==> config.mk <==
export PLATFORM = sky130hd
export DESIGN_NAME = fft_sdf_stage_ctrl_flat
export DESIGN_NICKNAME = d
export VERILOG_FILES = /design/src/rtl/fft_sdf_stage_ctrl_if.sv /design/src/rtl/fft_sdf_stage_ctrl.sv /design/src/flat_wrapper.sv
export SDC_FILE = /design/constraint.sdc
export NUM_CORES = 1
export LEC_CHECK = 0
export CAP_MARGIN = 5
export CORE_MARGIN = 2
export CORE_UTILIZATION = 30
export CTS_BUF_LIST = sky130_fd_sc_hd__clkbuf_8 sky130_fd_sc_hd__clkbuf_16
export DETAILED_ROUTE_END_ITERATION = 16
export HOLD_SLACK_MARGIN = 0.08
export PLACE_DENSITY = 0.62
export SETUP_SLACK_MARGIN = 0.1
export SYNTH_ARGS = -nofsm -noshare
export SYNTH_HDL_FRONTEND = slang
export SYNTH_SLANG_ARGS = --single-unit
==> constraint.sdc <==
create_clock -name clk -period 2.84 [get_ports clk]
set_clock_uncertainty 0.15 [all_clocks]
set_input_delay 0.426 -clock clk [delete_from_list [all_inputs] [get_ports clk]]
set_output_delay 0.426 -clock clk [all_outputs]
set_load 0.02 [all_outputs]
==> src/rtl/fft_sdf_stage_ctrl_if.sv <==
// Handshake and status bundle between an SDF stage sequencer and its datapath/driver.
// The slave modport is the sequencer's view; the master modport drives beats and flush.
interface fft_sdf_stage_ctrl_if #(
    parameter int unsigned HALF_BEATS = 16,
    parameter int unsigned FCNT_W     = 16
);
    localparam int unsigned IdxW = $clog2(HALF_BEATS);

    logic              din_valid;
    logic              flush;
    logic              bfly_valid;
    logic              shift_sel;
    logic              twd_valid;
    logic [IdxW-1:0]   twd_idx;
    logic              out_valid;
    logic              out_sop;
    logic              out_eop;
    logic [FCNT_W-1:0] frame_cnt;
    logic              busy;

    modport master (
        output din_valid, flush,
        input  bfly_valid, shift_sel, twd_valid, twd_idx, out_valid, out_sop, out_eop,
        input  frame_cnt, busy
    );

    modport slave (
        input  din_valid, flush,
        output bfly_valid, shift_sel, twd_valid, twd_idx, out_valid, out_sop, out_eop,
        output frame_cnt, busy
    );
endinterface

==> src/rtl/fft_sdf_stage_ctrl.sv <==
// Beat sequencer for one radix-2 SDF FFT stage: FILL/BFLY half-frame control, twiddle index,
// and a fixed-latency valid/sop/eop pipe that tracks butterfly+twiddle delay.
module fft_sdf_stage_ctrl #(
    parameter int unsigned HALF_BEATS = 16,
    parameter int unsigned LAT        = 5,
    parameter int unsigned FCNT_W     = 16
) (
    input logic                  clk,
    input logic                  rstn,
    fft_sdf_stage_ctrl_if.slave  bus
);
    localparam int unsigned CntW = $clog2(HALF_BEATS);

    typedef enum logic [1:0] {StIdle, StFill, StBfly} state_e;

    state_e            state_q, state_d;
    logic [CntW-1:0]   cnt_q, cnt_d;
    logic [CntW-1:0]   twd_idx_q;
    logic [FCNT_W-1:0] frame_cnt_q;
    logic [LAT-1:0]    v_q, v_d;
    logic [LAT-1:0]    sop_q, sop_d;
    logic [LAT-1:0]    eop_q, eop_d;
    logic              last;
    logic              bfly_valid;

    assign last       = (cnt_q == CntW'(HALF_BEATS - 1));
    assign bfly_valid = bus.din_valid & (state_q == StBfly) & ~bus.flush;

    always_comb begin
        state_d = state_q;
        cnt_d   = cnt_q;
        if (bus.din_valid) begin
            unique case (state_q)
                StIdle: begin
                    state_d = StFill;
                    cnt_d   = CntW'(1);
                end
                StFill: begin
                    state_d = last ? StBfly : StFill;
                    cnt_d   = last ? '0 : cnt_q + CntW'(1);
                end
                StBfly: begin
                    state_d = last ? StIdle : StBfly;
                    cnt_d   = last ? '0 : cnt_q + CntW'(1);
                end
                default: begin
                    state_d = StIdle;
                    cnt_d   = '0;
                end
            endcase
        end
    end

    // Stage 0 of the pipe doubles as the twiddle-valid register.
    always_comb begin
        v_d      = '0;
        sop_d    = '0;
        eop_d    = '0;
        v_d[0]   = bfly_valid;
        sop_d[0] = bfly_valid & (cnt_q == '0);
        eop_d[0] = bfly_valid & last;
        for (int unsigned i = 1; i < LAT; i++) begin
            v_d[i]   = v_q[i-1];
            sop_d[i] = sop_q[i-1];
            eop_d[i] = eop_q[i-1];
        end
    end

    always_ff @(posedge clk) begin
        if (!rstn) begin
            state_q     <= StIdle;
            cnt_q       <= '0;
            v_q         <= '0;
            sop_q       <= '0;
            eop_q       <= '0;
            twd_idx_q   <= '0;
            frame_cnt_q <= '0;
        end else begin
            // A frame already on the output wire counts even if flush hits the same cycle.
            if (v_q[LAT-1] & eop_q[LAT-1]) begin
                frame_cnt_q <= frame_cnt_q + FCNT_W'(1);
            end
            if (bus.flush) begin
                state_q <= StIdle;
                cnt_q   <= '0;
                v_q     <= '0;
                sop_q   <= '0;
                eop_q   <= '0;
            end else begin
                state_q <= state_d;
                cnt_q   <= cnt_d;
                v_q     <= v_d;
                sop_q   <= sop_d;
                eop_q   <= eop_d;
                if (bfly_valid) begin
                    twd_idx_q <= cnt_q;
                end
            end
        end
    end

    assign bus.bfly_valid = bfly_valid;
    assign bus.shift_sel  = (state_q == StBfly);
    assign bus.twd_valid  = v_q[0];
    assign bus.twd_idx    = twd_idx_q;
    assign bus.out_valid  = v_q[LAT-1];
    assign bus.out_sop    = v_q[LAT-1] & sop_q[LAT-1];
    assign bus.out_eop    = v_q[LAT-1] & eop_q[LAT-1];
    assign bus.frame_cnt  = frame_cnt_q;
    assign bus.busy       = (state_q != StIdle) | (|v_q);
endmodule

==> src/flat_wrapper.sv <==
// flat-port wrapper written by rule: the top's interface ports become plain ports
module fft_sdf_stage_ctrl_flat 
#(
    parameter int unsigned HALF_BEATS = 16,
    parameter int unsigned LAT        = 5,
    parameter int unsigned FCNT_W     = 16
)
  (clk, rstn, bus_din_valid, bus_flush, bus_bfly_valid, bus_shift_sel, bus_twd_valid, bus_twd_idx, bus_out_valid, bus_out_sop, bus_out_eop, bus_frame_cnt, bus_busy);
  fft_sdf_stage_ctrl_if #(.HALF_BEATS(HALF_BEATS), .FCNT_W(FCNT_W)) bus_i ();
  input logic clk;
  input logic rstn;
  input wire logic [$bits(bus_i.din_valid)-1:0] bus_din_valid;
  input wire logic [$bits(bus_i.flush)-1:0] bus_flush;
  output wire logic [$bits(bus_i.bfly_valid)-1:0] bus_bfly_valid;
  output wire logic [$bits(bus_i.shift_sel)-1:0] bus_shift_sel;
  output wire logic [$bits(bus_i.twd_valid)-1:0] bus_twd_valid;
  output wire logic [$bits(bus_i.twd_idx)-1:0] bus_twd_idx;
  output wire logic [$bits(bus_i.out_valid)-1:0] bus_out_valid;
  output wire logic [$bits(bus_i.out_sop)-1:0] bus_out_sop;
  output wire logic [$bits(bus_i.out_eop)-1:0] bus_out_eop;
  output wire logic [$bits(bus_i.frame_cnt)-1:0] bus_frame_cnt;
  output wire logic [$bits(bus_i.busy)-1:0] bus_busy;
  assign bus_i.din_valid = bus_din_valid;
  assign bus_i.flush = bus_flush;
  assign bus_bfly_valid = bus_i.bfly_valid;
  assign bus_shift_sel = bus_i.shift_sel;
  assign bus_twd_valid = bus_i.twd_valid;
  assign bus_twd_idx = bus_i.twd_idx;
  assign bus_out_valid = bus_i.out_valid;
  assign bus_out_sop = bus_i.out_sop;
  assign bus_out_eop = bus_i.out_eop;
  assign bus_frame_cnt = bus_i.frame_cnt;
  assign bus_busy = bus_i.busy;
  fft_sdf_stage_ctrl #(.HALF_BEATS(HALF_BEATS), .LAT(LAT), .FCNT_W(FCNT_W)) u_core (.clk(clk), .rstn(rstn), .bus(bus_i));
endmodule
==> results_dict.tcl, run 1 <==
set metrics [dict create \
    status "finished, final reports clean" \
    clk_pin_slew_worst_paths_ns 0.07 \
    fmax_mhz 433 \
    final_common_cell "dfxtp_1" \
    fp.dieW_um 78.6 \
    drive_gt1_frac 0.0605 \
    max_stage_delay_ns 0.62 \
    slew_headroom 0.761 \
    holdPathStages 1 \
    clkLatencyLatePin_ns 0.29 \
    reg2reg_depth 4 \
    wl_per_cell_um 11.5 \
    clockRootBuffer "clkbuf_8" \
    clock_sinks 41 \
    synthFlopType "dfxtp_1" \
    cts_setup_buffers 0 \
    ys_ff_latch 41 \
    tightest_slew_ns 0.354 \
    start_util 0.307 \
    path_cells "inv_1 > ha_1 > nand3b_1 > clkdlybuf4s50_1" \
    rr_startpoint "u_core.v_q[4]" \
    synth_area_um2 1670 \
    wirelength_mm 3.30 \
    yosysTopAreaCell "dfxtp_1" \
    h-tree-depth 2 \
    synth-edff-count 0 \
    power_w 0.00110 \
    peakVddDrop_mv 0.301 \
    nets 225 \
    syn_to_final_growth_pct 30.4 \
    ys_seq_area_frac 0.491 \
    ant_nets 0 \
    hold_viol 0 \
    portBuffers 30 \
    fin_crit_sh 0.813 \
    critPathKind "flip-flop to primary output" \
    synthDistinctLibCells 31 \
    critPathRequiredTime_ns 2.26 \
    diodes 0 \
    syn_nets 191 \
    grt_use_total 0.118 \
    gp_congestion 0.782 \
    min_from "u_core.eop_q[0]" \
    synthCells 180 \
    first_global_vias 1184 \
    top_layer "met4" \
    grt_max_degree 18 \
    hp-class "flip-flop to flip-flop" \
    rsz0062_at_grt "false" \
    ios 31 \
    antenna_found_initial 0 \
    drcViolationCount 0 \
    grt_pass1_wl_mm 5.65 \
    vias 1306 \
    synth.top_cells.by_area "dfxtp_1 (49%), ha_1 (5.2%), and2_1 (4.9%)" \
    drt-met1-wl_mm 1.61 \
    critPathArrivalTime_ns 1.73 \
    cts_tree "yes" \
    cp_max_fo 4 \
    cts_made_buffers 5 \
    avgSynthCellArea_um2 9.28 \
    met3_length_um 179 \
    dr.first_iter.drc_count 36 \
    setup_viol 0 \
    synthArstFlopShare 0 \
    final_cell_mix "dfxtp_1 (41), clkdlybuf4s50_1 (29), nor2_1 (18)" \
    r2r_end "u_core.bus.frame_cnt[15]" \
    p_per_area_nw_per_um2 505 \
    leakage_nw 0.855 \
    synth.top_cell.area_share 0.491 \
    clockBufferDepth 2 \
    die_area_um2 6180 \
    viasPerCell 4.55 \
    setup_tns_ns 0 \
    worst_setup_path_end_kind "primary output" \
    wl_met2_mm 1.48 \
    r2r_setup_slack_ns 0.89 \
    critical_path.slowest_cell "clkdlybuf4s50_1" \
    worstHoldEndpoint "u_core.eop_q[1]" \
    rows 27 \
    slew_violations 0 \
    post-route-min-period_ns 2.31 \
    cap_violations 0 \
    startpoint_type "flip-flop" \
    core_area_um2 5440 \
    yosys_warnings 0 \
    fill_cells 551 \
    dp.final_hpwl_mm 2.35 \
    overflow 0 \
    dr.pass1.iters 4 \
    dieHeight_um 78.6 \
]
[layer usage]
layer | vias up | GRT usage
li1 | 676 | -
met3 | 4 | 0.0483
met2 | 29 | 0.172
met4 | 0 | 0.0421
met1 | 597 | 0.157
met5 | - | 0
[flip-flops by register name, indices dropped and copies added, names as in the netlist]
name                  count
u_core.sop_q              5
u_core.bus.frame_cnt     16
u_core.v_q                5
u_core.eop_q              5
u_core.state_q            2
u_core.cnt_q              4
u_core.bus.twd_idx        4
[power breakdown]
part	total, W	switching (W)	internal, W
clock network	0.000477	0.000194	0.000283
registers	0.000579	0.00000247	0.000577
logic	0.0000441	0.0000250	0.0000191
[kinds of logic (layout without fill, tap and decap cells)]
| family | count (synthesis) | count (layout) | synth area share |
|---|---|---|---|
| AND/OR/NAND/NOR | 83 | 83 | 0.272 |
| flip-flops | 41 | 41 | 0.491 |
| AO/OA/AOI/OAI | 17 | 17 | 0.0562 |
| buffers and inverters | 15 | 50 | 0.0345 |
| XOR/XNOR | 11 | 11 | 0.0577 |
| adder cells (fa/ha/maj) | 7 | 7 | 0.0524 |
| multiplexers | 6 | 6 | 0.0360 |
[per-stage QoR]
stage                      util  hold WS [ns]  setup slack [ns]  area, um2  std cells
after floorplan               -         0.256             0.898       1670        180
after global placement    0.379         0.258             0.278       2060        279
after detailed placement  0.379         0.260             0.249       2060        279
after CTS                 0.400         0.282             0.185       2180        287
after global routing      0.401         0.300             0.415       2180        287
final                     0.401         0.279             0.530       2180        287
[critical path, delay by kind of cell, from the launching register on]
kind	cells	cell delay, ns
flip-flops	1	0.39
buffers and inverters	2	0.70
adder cells (fa/ha/maj)	1	0.24
AND/OR/NAND/NOR	1	0.11
[cell type report]
| class | count | area (um2) | area share |
|---|---|---|---|
| Sequential cell | 41 | 821 | 0.377 |
| Multi-Input combinational cell | 124 | 792 | 0.364 |
| Timing Repair Buffer | 33 | 325 | 0.149 |
| Tap cell | 72 | 90.1 | 0.0414 |
| Clock buffer | 6 | 82.6 | 0.0379 |
| Clock inverter | 2 | 33.8 | 0.0155 |
| Inverter | 9 | 33.8 | 0.0155 |
[worst max-delay path by stage]
stage	from	end	slack, ns	depth (start not counted)
floorplan	u_core.state_q[0]	bus_bfly_valid	0.90	6
global placement	bus_din_valid	bus_bfly_valid	0.28	5
detailed placement	bus_din_valid	bus_bfly_valid	0.25	5
CTS	u_core.state_q[0]	bus_bfly_valid	0.19	6
global route	u_core.v_q[4]	bus_out_eop	0.42	3
finish	u_core.state_q[0]	bus_busy	0.53	4
[what timing repair did]
item / in CTS / in global routing
gates resized for setup: 0 / 1
hold buffers: 0 / 0
setup endpoints to repair: 0 / 1
[cell usage after synthesis, types with 5 or more instances]
cell and instances:
dfxtp_1 41, nor2_1 18, and2_1 13, nand2_1 12, a21oi_1 9, inv_1 9, nand3_1 8, ha_1 7
xor2_1 7, mux2i_1 6, nand2b_1 6, clkbuf_1 5, nand4_1 5
(Power assumes the default switching activity.)
==> inputs of run 2 (changes only) <==
--- a/config.mk
+++ b/config.mk
@@ -11,7 +11,7 @@
 export CTS_BUF_LIST = sky130_fd_sc_hd__clkbuf_8 sky130_fd_sc_hd__clkbuf_16
 export DETAILED_ROUTE_END_ITERATION = 16
 export HOLD_SLACK_MARGIN = 0.08
-export PLACE_DENSITY = 0.62
+export PLACE_DENSITY = 0.64
 export SETUP_SLACK_MARGIN = 0.1
 export SYNTH_ARGS = -nofsm -noshare
 export SYNTH_HDL_FRONTEND = slang
==> constraint.sdc (replaced) <==
create_clock -name clk -period 1.9 [get_ports clk]
set_clock_uncertainty 0.15 [all_clocks]
set_input_delay 0.285 -clock clk [delete_from_list [all_inputs] [get_ports clk]]
set_output_delay 0.285 -clock clk [all_outputs]
set_load 0.02 [all_outputs]
==> results_dict.tcl, run 2 (synthesis gave the netlist of run 1 again) <==
set metrics [dict create \
    rsz0062_at_grt "true" \
    critPathRequiredTime_ns 1.46 \
    cp-startpoint "u_core.state_q[0]" \
    hold_ws_ns 0.277 \
    dieHeight_um 78.6 \
    dr.pass1.iters 4 \
    die_area_um2 6180 \
    worst_setup_path_end_kind "primary output" \
    antenna_found_initial 0 \
    clk_pin_slew_worst_paths_ns 0.08 \
    cts_tree "yes" \
    rows 27 \
    overflow 0 \
    r2r_setup_slack_ns 0.19 \
    fin_crit_sh 0.941 \
    cts_made_buffers 5 \
    first_global_vias 1374 \
    grt_pass1_wl_mm 6.03 \
    reg2reg_depth 4 \
    ios 31 \
    final_common_cell "dfxtp_1" \
    worst_slack_ns 0.112 \
    leakage_nw 1.02 \
    core_area_um2 5440 \
    wl_per_cell_um 11.4 \
    startpoint_type "flip-flop" \
    cp_max_fo 2 \
    start_util 0.307 \
    tightest_slew_ns 0.309 \
    post-place-ws_ns -0.310 \
    power_w 0.00168 \
    largest_reg_flops 16 \
    drcViolationCount 0 \
    dr.first_iter.drc_count 54 \
    crit_end "bus_bfly_valid" \
    ant_nets 0 \
    status "finished, final reports clean" \
    fmax_mhz 559 \
    setup_viol 0 \
    clkLatencyLatePin_ns 0.30 \
    drive_gt1_frac 0.188 \
    portBuffers 30 \
    rr_startpoint "u_core.bus.frame_cnt[0]" \
    hp-class "flip-flop to flip-flop" \
    r2r_end "u_core.bus.frame_cnt[11]" \
    vias 1364 \
    critPathArrivalTime_ns 1.35 \
    clock_sinks 41 \
    slew_headroom 0.792 \
    clockBufferDepth 2 \
    viasPerCell 4.53 \
    wirelength_mm 3.42 \
    final_cell_mix "dfxtp_1 (33), nor2_1 (18), buf_4 (17)" \
    clockRootBuffer "clkbuf_8" \
    gp_congestion 0.797 \
    peakVddDrop_mv 0.322 \
    fill_cells 542 \
    cts_setup_buffers 0 \
    h-tree-depth 2 \
    dp.final_hpwl_mm 2.48 \
    nets 239 \
    grt_use_total 0.122 \
    critPathKind "flip-flop to primary output" \
    fp.dieW_um 78.6 \
    diodes 0 \
    post-route-min-period_ns 1.79 \
    grt_max_degree 18 \
    syn_to_final_growth_pct 38.0 \
    p_per_area_nw_per_um2 727 \
    hold_viol 0 \
    slew_violations 0 \
    cap_violations 0 \
]
[run 2: timing repair]
action | in CTS | in global routing
gates cloned | 0 | 0
setup endpoints to repair | 12 | 10
hold buffers | 0 | 0
pin swaps | 1 | 1
resized for setup | 20 | 7
[run 2: how the worst min path moves through the flow]
stage / from / to / cells past startpoint
floorplan: u_core.eop_q[0] / u_core.eop_q[1] / 1
global placement: u_core.eop_q[0] / u_core.eop_q[1] / 1
detailed placement: u_core.sop_q[1] / u_core.sop_q[2] / 1
CTS: u_core.eop_q[1] / u_core.eop_q[2] / 1
global route: u_core.eop_q[1] / u_core.eop_q[2] / 1
finish: u_core.eop_q[1] / u_core.eop_q[2] / 1
[run 2: per-stage QoR]
step | instance area (um2) | util | cells | setup TNS [ns]
after floorplan | 1680 | - | 180 | 0
after global placement | 2180 | 0.400 | 293 | -0.271
after detailed placement | 2180 | 0.400 | 293 | -0.310
after CTS | 2290 | 0.421 | 301 | 0
after global routing | 2300 | 0.424 | 301 | 0
final | 2300 | 0.424 | 301 | 0
[run 2: report_power, final]
group / switching (W) / internal, W
Combinational: 0.0000394 / 0.0000354
Clock: 0.000309 / 0.000427
Sequential: 0.00000273 / 0.000861
[run 2: worst max-delay path, cell delays in order, from the launching register on]
cell and delay (ns):
dfxtp_1 0.33, inv_2 0.06, ha_2 0.17, nand2_1 0.04, or2_2 0.29, inv_2 0.07, buf_6 0.11
[run 2: metal layers]
metal | track usage | wire length [um]
met5 | 0 | 0
met4 | 0.0386 | 42
met3 | 0.0437 | 182
met2 | 0.204 | 1630
met1 | 0.147 | 1570
[run 2: cell type report]
type                    count  area [um2]  area share
clock inverters             2        37.5      0.0163
well taps                  72        90.1      0.0391
flip-flops and latches     41         831       0.360
multi-input cells         124         806       0.350
inverters                   9        33.8      0.0147
clock buffers               6        82.6      0.0358
repair buffers             47         424       0.184
==> inputs of run 3 (changes only) <==
--- a/config.mk
+++ b/config.mk
@@ -10,6 +10,7 @@
 export CORE_UTILIZATION = 30
 export CTS_BUF_LIST = sky130_fd_sc_hd__clkbuf_8 sky130_fd_sc_hd__clkbuf_16
 export DETAILED_ROUTE_END_ITERATION = 16
+export GPL_TIMING_DRIVEN = 0
 export HOLD_SLACK_MARGIN = 0.08
 export PLACE_DENSITY = 0.64
 export SETUP_SLACK_MARGIN = 0.1
==> results_dict.tcl, run 3 (synthesis gave the netlist of run 1 again) <==
set metrics [dict create \
    nets 235 \
    diodes 0 \
    status "finished, final reports clean" \
    final_common_cell "dfxtp_1" \
    die_area_um2 6180 \
    final_cell_mix "dfxtp_1 (30), clkdlybuf4s50_1 (20), nor2_1 (17)" \
    clockRootBuffer "clkbuf_8" \
    leakage_nw 1.01 \
    dr.pass1.iters 4 \
    peakVddDrop_mv 0.385 \
    grt_use_total 0.123 \
    cts_hold_buf 0 \
    worst_setup_path_end_kind "primary output" \
    clockBufferDepth 2 \
    h-tree-depth 2 \
    cts_made_buffers 5 \
    largest_reg_flops 16 \
    worstHoldEndpoint "u_core.eop_q[2]" \
    critPathKind "input pin to primary output" \
    wl_per_cell_um 11.7 \
    critPathArrivalTime_ns 1.34 \
    critPathRequiredTime_ns 1.46 \
    grt_pass1_wl_mm 6.00 \
    stdcell_count 297 \
    p_per_area_nw_per_um2 697 \
    dr.first_iter.drc_count 59 \
    reg2reg_depth 5 \
    path_cells "clkdlybuf4s50_1 > nand2_1 > or2_4 > inv_4 > buf_6" \
    critical_path.slowest_cell "clkdlybuf4s50_1" \
    clock_sinks 41 \
    wirelength_mm 3.48 \
    ant_nets 0 \
    r2r_end "u_core.bus.frame_cnt[11]" \
    setup_viol 0 \
    clk_pin_slew_worst_paths_ns 0.07 \
    post-place-ws_ns -0.569 \
    rows 27 \
    cp_max_fo 5 \
    portBuffers 30 \
    first_global_vias 1318 \
    crit_buf_inv 3 \
    dp_cells 282 \
    dp.final_hpwl_mm 2.40 \
    cap_violations 0 \
    drcViolationCount 0 \
    fp.dieW_um 78.6 \
    hp-class "flip-flop to flip-flop" \
    antenna_found_initial 0 \
    rr_startpoint "u_core.bus.frame_cnt[6]" \
    clkLatencyLatePin_ns 0.29 \
    gp_congestion 0.834 \
    hold_viol 0 \
    start_util 0.307 \
    rsz0062_at_grt "true" \
    grt_max_degree 13 \
    syn_to_final_growth_pct 40.3 \
    vias 1360 \
    dieHeight_um 78.6 \
    startpoint_type "input pin" \
    max_stage_delay_ns 0.54 \
    holdPathStages 1 \
    critPathTopFamily "buffers and inverters" \
    fin_crit_sh 0.934 \
    tightest_slew_ns 0.296 \
    drive_gt1_frac 0.196 \
    slew_headroom 0.801 \
    post-route-min-period_ns 1.77 \
    fmax_mhz 563 \
    ios 31 \
    worst_slack_ns 0.125 \
    core_area_um2 5440 \
    slew_violations 0 \
    cts_tree "yes" \
    min_from "u_core.eop_q[1]" \
    overflow 0 \
    viasPerCell 4.58 \
    r2r_setup_slack_ns 0.17 \
]
run 3: how the worst max path moves through the flow:
stage	start	end	cells past startpoint
floorplan	u_core.v_q[4]	u_core.bus.frame_cnt[11]	5
global placement	bus_din_valid	bus_bfly_valid	6
detailed placement	bus_din_valid	bus_bfly_valid	6
CTS	u_core.state_q[0]	bus_bfly_valid	6
global route	u_core.state_q[0]	bus_bfly_valid	6
finish	bus_din_valid	bus_bfly_valid	5
run 3: worst register-to-register path, delay by kind of cell (launching register included):
| kind | cells | cell delay, ns |
|---|---|---|
| buffers and inverters | 1 | 0.14 |
| DFF | 1 | 0.37 |
| and+or+nand+nor | 4 | 1.01 |
run 3: layout make-up:
class | count | area (um2)
inverter | 9 | 36.3
timing repair buffer | 38 | 365
tap | 72 | 90.1
fill | 543 | 3100
multi-input combinational | 124 | 848
clock buffer | 6 | 82.6
buffer | 5 | 30.0
clock inverter | 2 | 33.8
sequential | 41 | 857
run 3: timing repair:
item / in CTS / in global routing
endpoints found under the setup margin: 20 / 20
pin swaps: 0 / 2
resized for setup: 22 / 28
cloned: 0 / 0
setup buffers: 0 / 8
run 3: metrics by stage:
stage          TNS (ns)  hold WS (ns)  area [um2]  power (W)  utilization
6_report              0         0.278        2340    0.00163        0.431
4_1_cts               0         0.283        2210    0.00166        0.406
3_3_place_gp      -3.37         0.258        2070   0.000950        0.381
2_1_floorplan         0         0.256        1680   0.000924            -
5_1_grt               0         0.292        2340    0.00170        0.431
3_5_place_dp      -3.68         0.265        2070   0.000950        0.381
run 3: power breakdown:
group / leakage [nW] / internal (W) / switching, W
registers: 0.339 / 0.000850 / 0.00000411
logic: 0.606 / 0.0000289 / 0.0000391
clock network: 0.0626 / 0.000423 / 0.000289
run 3: routing by layer:
metal	vias to the layer above	GRT usage	part of all wire	wire length, um
li1	697	-	-	-
met5	-	0	0	0
met2	28	0.202	0.48	1680
met3	5	0.0414	0.050	173
met4	0	0.0263	0.0086	30
met1	630	0.158	0.46	1590
